<file path="src/rtl/pipeline_pkg.sv">
// Shared types and sizing helpers for the narrow/wide pipeline stages
// (collect and its mirrored distribute counterpart).
package pipeline_pkg;

  typedef enum logic {
    COLLECT = 1'b0,
    HOLD    = 1'b1
  } collect_state_t;

  // Beat counter width: ceil(log2(n)), never narrower than one bit.
  function automatic int cnt_width(input int n);
    return (n > 1) ? $clog2(n) : 1;
  endfunction

endpackage

</file>
<file path="src/rtl/pipeline_collect_beat_counter.sv">
// Modulo-NBEAT beat counter; flags the final beat of a block so the caller
// can frame on count alone.
module beat_counter
  import pipeline_pkg::*;
#(
  parameter int NBEAT = 8,
  parameter int CW    = cnt_width(NBEAT)
) (
  input  logic          clk,
  input  logic          rst_n,
  input  logic          inc,
  output logic [CW-1:0] count,
  output logic          last
);

  assign last = (count == CW'(NBEAT - 1));

  // Advance on each accepted beat, wrapping after the final one.
  always_ff @(posedge clk or negedge rst_n) begin
    if (!rst_n) begin
      count <= {CW{1'b0}};
    end else if (inc) begin
      if (last) begin
        count <= {CW{1'b0}};
      end else begin
        count <= count + CW'(1);
      end
    end else begin
      count <= count;
    end
  end

endmodule

</file>
<file path="src/rtl/pipeline_collect.sv">
// Many-to-one stage: gathers NBEAT narrow beats into one wide word and holds
// it on a valid/ready output; the input is refilled in the same cycle the word leaves.
module pipeline_collect
  import pipeline_pkg::*;
#(
  parameter int DW    = 32,
  parameter int NBEAT = 8
) (
  input  logic                clk,
  input  logic                rst_n,
  input  logic                i_valid,
  output logic                i_ready,
  input  logic [DW-1:0]       i_data,
  input  logic                i_last,
  output logic                o_valid,
  input  logic                o_ready,
  output logic [NBEAT*DW-1:0] o_data,
  output logic                o_err
);

  localparam int CW = cnt_width(NBEAT);

  collect_state_t   state_r;
  logic [CW-1:0]    cnt_s;
  logic             final_s;
  logic             accept_s;
  logic             first_s;
  logic             mismatch_s;
  logic [NBEAT-1:0] slot_we_s;

  assign o_valid    = (state_r == HOLD);
  assign i_ready    = !o_valid || o_ready;
  assign accept_s   = i_valid && i_ready;
  assign first_s    = (cnt_s == {CW{1'b0}});
  assign mismatch_s = i_last ^ final_s;

  beat_counter #(
    .NBEAT (NBEAT),
    .CW    (CW)
  ) u_beat_counter (
    .clk   (clk),
    .rst_n (rst_n),
    .inc   (accept_s),
    .count (cnt_s),
    .last  (final_s)
  );

  // Decode the current beat position into one write-enable per slot.
  always_comb begin
    slot_we_s = {NBEAT{1'b0}};
    for (int k = 0; k < NBEAT; k++) begin
      if (accept_s && (cnt_s == CW'(k))) begin
        slot_we_s[k] = 1'b1;
      end else begin
        slot_we_s[k] = 1'b0;
      end
    end
  end

  // COLLECT fills the word; HOLD presents it until the downstream takes it.
  always_ff @(posedge clk or negedge rst_n) begin
    if (!rst_n) begin
      state_r <= COLLECT;
    end else begin
      case (state_r)
        COLLECT: begin
          if (accept_s && final_s) begin
            state_r <= HOLD;
          end else begin
            state_r <= COLLECT;
          end
        end
        HOLD: begin
          if (o_ready) begin
            state_r <= COLLECT;
          end else begin
            state_r <= HOLD;
          end
        end
        default: state_r <= COLLECT;
      endcase
    end
  end

  // Assembly register doubles as the output word; no writes while held.
  always_ff @(posedge clk or negedge rst_n) begin
    if (!rst_n) begin
      o_data <= {(NBEAT*DW){1'b0}};
    end else begin
      for (int k = 0; k < NBEAT; k++) begin
        if (slot_we_s[k]) begin
          o_data[k*DW +: DW] <= i_data;
        end
      end
    end
  end

  // Framing error accumulator, restarted by the first beat of each block.
  always_ff @(posedge clk or negedge rst_n) begin
    if (!rst_n) begin
      o_err <= 1'b0;
    end else if (accept_s) begin
      o_err <= (first_s ? 1'b0 : o_err) | mismatch_s;
    end else begin
      o_err <= o_err;
    end
  end

endmodule

</file>
<file path="config.mk">
export PLATFORM = sky130hd
export DESIGN_NAME = pipeline_collect
export DESIGN_NICKNAME = d
export VERILOG_FILES = /design/src/rtl/pipeline_pkg.sv /design/src/rtl/pipeline_collect_beat_counter.sv /design/src/rtl/pipeline_collect.sv
export SDC_FILE = /design/constraint.sdc
export NUM_CORES = 1
export LEC_CHECK = 0
export BUFFER_PORTS_ARGS = -buffer_cell sky130_fd_sc_hd__buf_2
export CAP_MARGIN = 20
export CORE_UTILIZATION = 48
export CTS_BUF_LIST = sky130_fd_sc_hd__clkbuf_4 sky130_fd_sc_hd__clkbuf_8
export CTS_CLUSTER_DIAMETER = 100
export DETAILED_ROUTE_END_ITERATION = 10
export MAX_ROUTING_LAYER = met4
export PLACE_DENSITY = 0.81
export SYNTH_ARGS = -nofsm -noshare
export SYNTH_HDL_FRONTEND = slang
export SYNTH_SLANG_ARGS = --single-unit
</file>
<file path="constraint.sdc">
create_clock -name clk -period 1.54 [get_ports clk]
set_input_delay 0.308 -clock clk [delete_from_list [all_inputs] [get_ports clk]]
set_output_delay 0.308 -clock clk [all_outputs]
set_load 0.03 [all_outputs]
</file>
==> results_dict.tcl <==
set metrics [dict create \
    status "finished, violations left" \
    violations "negative setup slack" \
    dp_hpwl_um 17100 \
    maxCapViolCount 0 \
    hold-worst-slack_ns 0.103 \
    rrSetupSlack_ns -0.34 \
    area_growth_pct 52.1 \
    crit_path_start_kind "flop" \
    slowest_stage "or3_4" \
    routed_via_density 5.40 \
    htree_num_levels 2 \
    grt_start_max_net_pins 43 \
    place.gp.congestion 0.772 \
    power.share.sequential_pct 31.1 \
    synth-seq-area-share_pct 66.3 \
    syn_area_per_cell_um2 17.1 \
    drt_pre_antenna_iters 4 \
    core_mm2 0.0202 \
    fin_util_pct 74.3 \
    finClkSkew_ns 0.0189 \
    cpPeakStageDelay_ns 0.47 \
    p_leak_uw 0.00788 \
    powerDensity_mw_per_mm2 2680 \
    synth_fp_nets 620 \
    insertion_delay_ns 0.54 \
    die_area_mm2 0.0211 \
    die_x_um 145 \
    syn_area_mm2 0.00985 \
    drc 0 \
    relSlewSlack_pct 74.1 \
    path_max_fanout 7 \
    wl_per_cell_um 25.4 \
    endpoint "o_data[174]$_DFFE_PN0P_" \
    grt_use_total_pct 29.2 \
    pre_cts_slack_ns -0.355 \
    port_buffers 295 \
    first_global_vias 7270 \
    start_util_pct 48.8 \
    route.final.wire_length_um 32600 \
    nNetsFinal 1029 \
    yosys.area.top_type "dfrtp_1" \
    yosys_register_bits 261 \
    cts_num_sinks 261 \
    hold_path_depth 3 \
    switchingPower_uw 17000 \
    switching_share_pct 42.4 \
    hold_viol_final 0 \
    finalSetupViolCount 261 \
    grt_pass1_wl_um 45100 \
    yosys_warnings 0 \
    critPathKind "flop to flop" \
    tritoncts "yes" \
    cts_buffers 42 \
    cp-end-kind "flop" \
    period_share_pct 122 \
    ant_nets 0 \
    diodes 0 \
    comb_power_share_pct 53.4 \
    yosysUniqueCellTypes 19 \
    row_count 52 \
    dr_total_vias 6920 \
    path_clk_slew_ns 0.07 \
    fin_tns_setup_ns -70.47 \
    hold_path.class "primary input to flop" \
    synthCells 577 \
    ir_drop_mv 1.83 \
    die_y_um 145 \
    drtIter0Drc 290 \
    finalMaxSlewViolations 0 \
    fillers 1178 \
    critPathLaunch "o_valid$_DFF_PN0_" \
    grt_remaining_overflow 0 \
    cp.arrival_ns 2.28 \
    dp.cells 1158 \
    clkPwrFrac_pct 15.5 \
    antenna_found_initial 0 \
    r2r_end "o_data[174]$_DFFE_PN0P_" \
    path_cells "nor2b_4, buf_12, buf_6, or3_4, clkbuf_16, mux2_4" \
    rsz0062_at_grt "yes" \
    fmax_mhz 533 \
    p_int_uw 23200 \
    tightest_slew_ns 0.388 \
    setup_slack_ns -0.336 \
    yosysTopAreaCellShare_pct 66.3 \
    synth.area.top_cells "dfrtp_1 66%, mux2_2 19%, mux2_1 11%" \
    drive_above_1_share_pct 73.5 \
    rr_worst_depth 6 \
    root_buffer "clkbuf_8" \
    min_from "i_last" \
    io_pins 296 \
    r2r_start "o_valid$_DFF_PN0_" \
    cp_data_required_time_ns 1.95 \
    final_cells 1282 \
    cts_buffer_depth 3 \
    fin_crit_ns 1.88 \
]
flip-flops by register name, summed over array words and instances (netlist names):
register              count
o_data                  256
u_beat_counter.count      3
o_err                     1
o_valid                   1
cell type report:
type                            instances  area [um^2]  share of cell area, %
Clock inverter                          6         63.8                  0.426
Timing Repair Buffer                  393         3030                   20.2
Multi-Input combinational cell        283         4180                   27.9
Sequential cell                       261         6530                   43.6
Tap cell                              270          338                   2.26
Clock buffer                           64          812                   5.42
Inverter                                5         22.5                  0.150
how the worst min path moves through the flow:
stage,endpoint,slack (ns)
5_1_grt,o_err$_DFFE_PN0P_,0.09
4_1_cts,o_err$_DFFE_PN0P_,0.07
3_5_place_dp,o_data[163]$_DFFE_PN0P_,0.23
6_report,o_err$_DFFE_PN0P_,0.10
3_3_place_gp,o_data[163]$_DFFE_PN0P_,0.24
2_1_floorplan,o_data[0]$_DFFE_PN0P_,0.01
synth_stat cells:
master    number
buf_2         19
buf_6          9
dfrtp_1      261
ha_1           6
inv_1          4
inv_2          1
mux2_1        95
mux2_2       162
mux2i_1        2
nand2_1        4
nand2b_1       1
nand3_1        2
nor2_1         1
nor2b_1        1
nor3_2         3
o21ai_0        1
o22ai_1        1
or3_1          3
xnor2_1        1
what timing repair did:
item	CTS	global route
gates cloned	14	15
setup buffers	19	15
gates resized for setup	193	95
pin swaps	2	10
setup endpoints to repair	259	261
endpoints found under the hold margin	59	0
hold buffers	1	0
cell usage in the layout, fill, tap and decap left out, types with 8 or more instances in the layout:
master,n
buf_12,27
buf_16,8
buf_2,292
buf_4,25
buf_6,26
clkbuf_16,11
clkbuf_4,11
clkbuf_8,53
dfrtp_1,260
mux2_2,16
mux2_4,241
kinds of logic after synthesis:
family | count (synthesis) | synth area share, %
simple gates | 15 | 0.915
compound gates | 2 | 0.114
mux | 259 | 29.6
xor+xnor | 1 | 0.0890
flops | 261 | 66.3
fa+ha+maj | 6 | 0.762
buf+inv | 33 | 2.19
worst max-delay path, delay by kind of cell (launching register included):
family	cells	cell delay (ns)
and+or+nand+nor	2	0.60
buffers and inverters	3	0.45
DFF	1	0.40
muxes	1	0.29
layer usage:
metal  GRT usage, %  up-vias  part of all wire (%)
li1               -     2851                     -
met4           11.3        0                   3.5
met1           36.3     3653                    41
met5              -        -                     0
met2           45.4      334                    48
met3           8.21       82                   8.0
power by group through the flow:
stage	logic, uW	clock network (uW)	registers (uW)
after detailed placement	17300	0	12200
after floorplan	4740	0	19000
after global routing	22100	6600	12800
final	21500	6220	12500
after global placement	16900	0	12000
after CTS	19900	6260	12300
stage by stage:
| step | total power [uW] | area [um^2] |
|---|---|---|
| final | 40200 | 15000 |
| after global routing | 41600 | 15000 |
| after CTS | 38400 | 14400 |
| after detailed placement | 29500 | 12200 |
| after global placement | 29000 | 12200 |
| after floorplan | 23700 | 10100 |
Note: power is estimated with default switching activity, not from simulation.
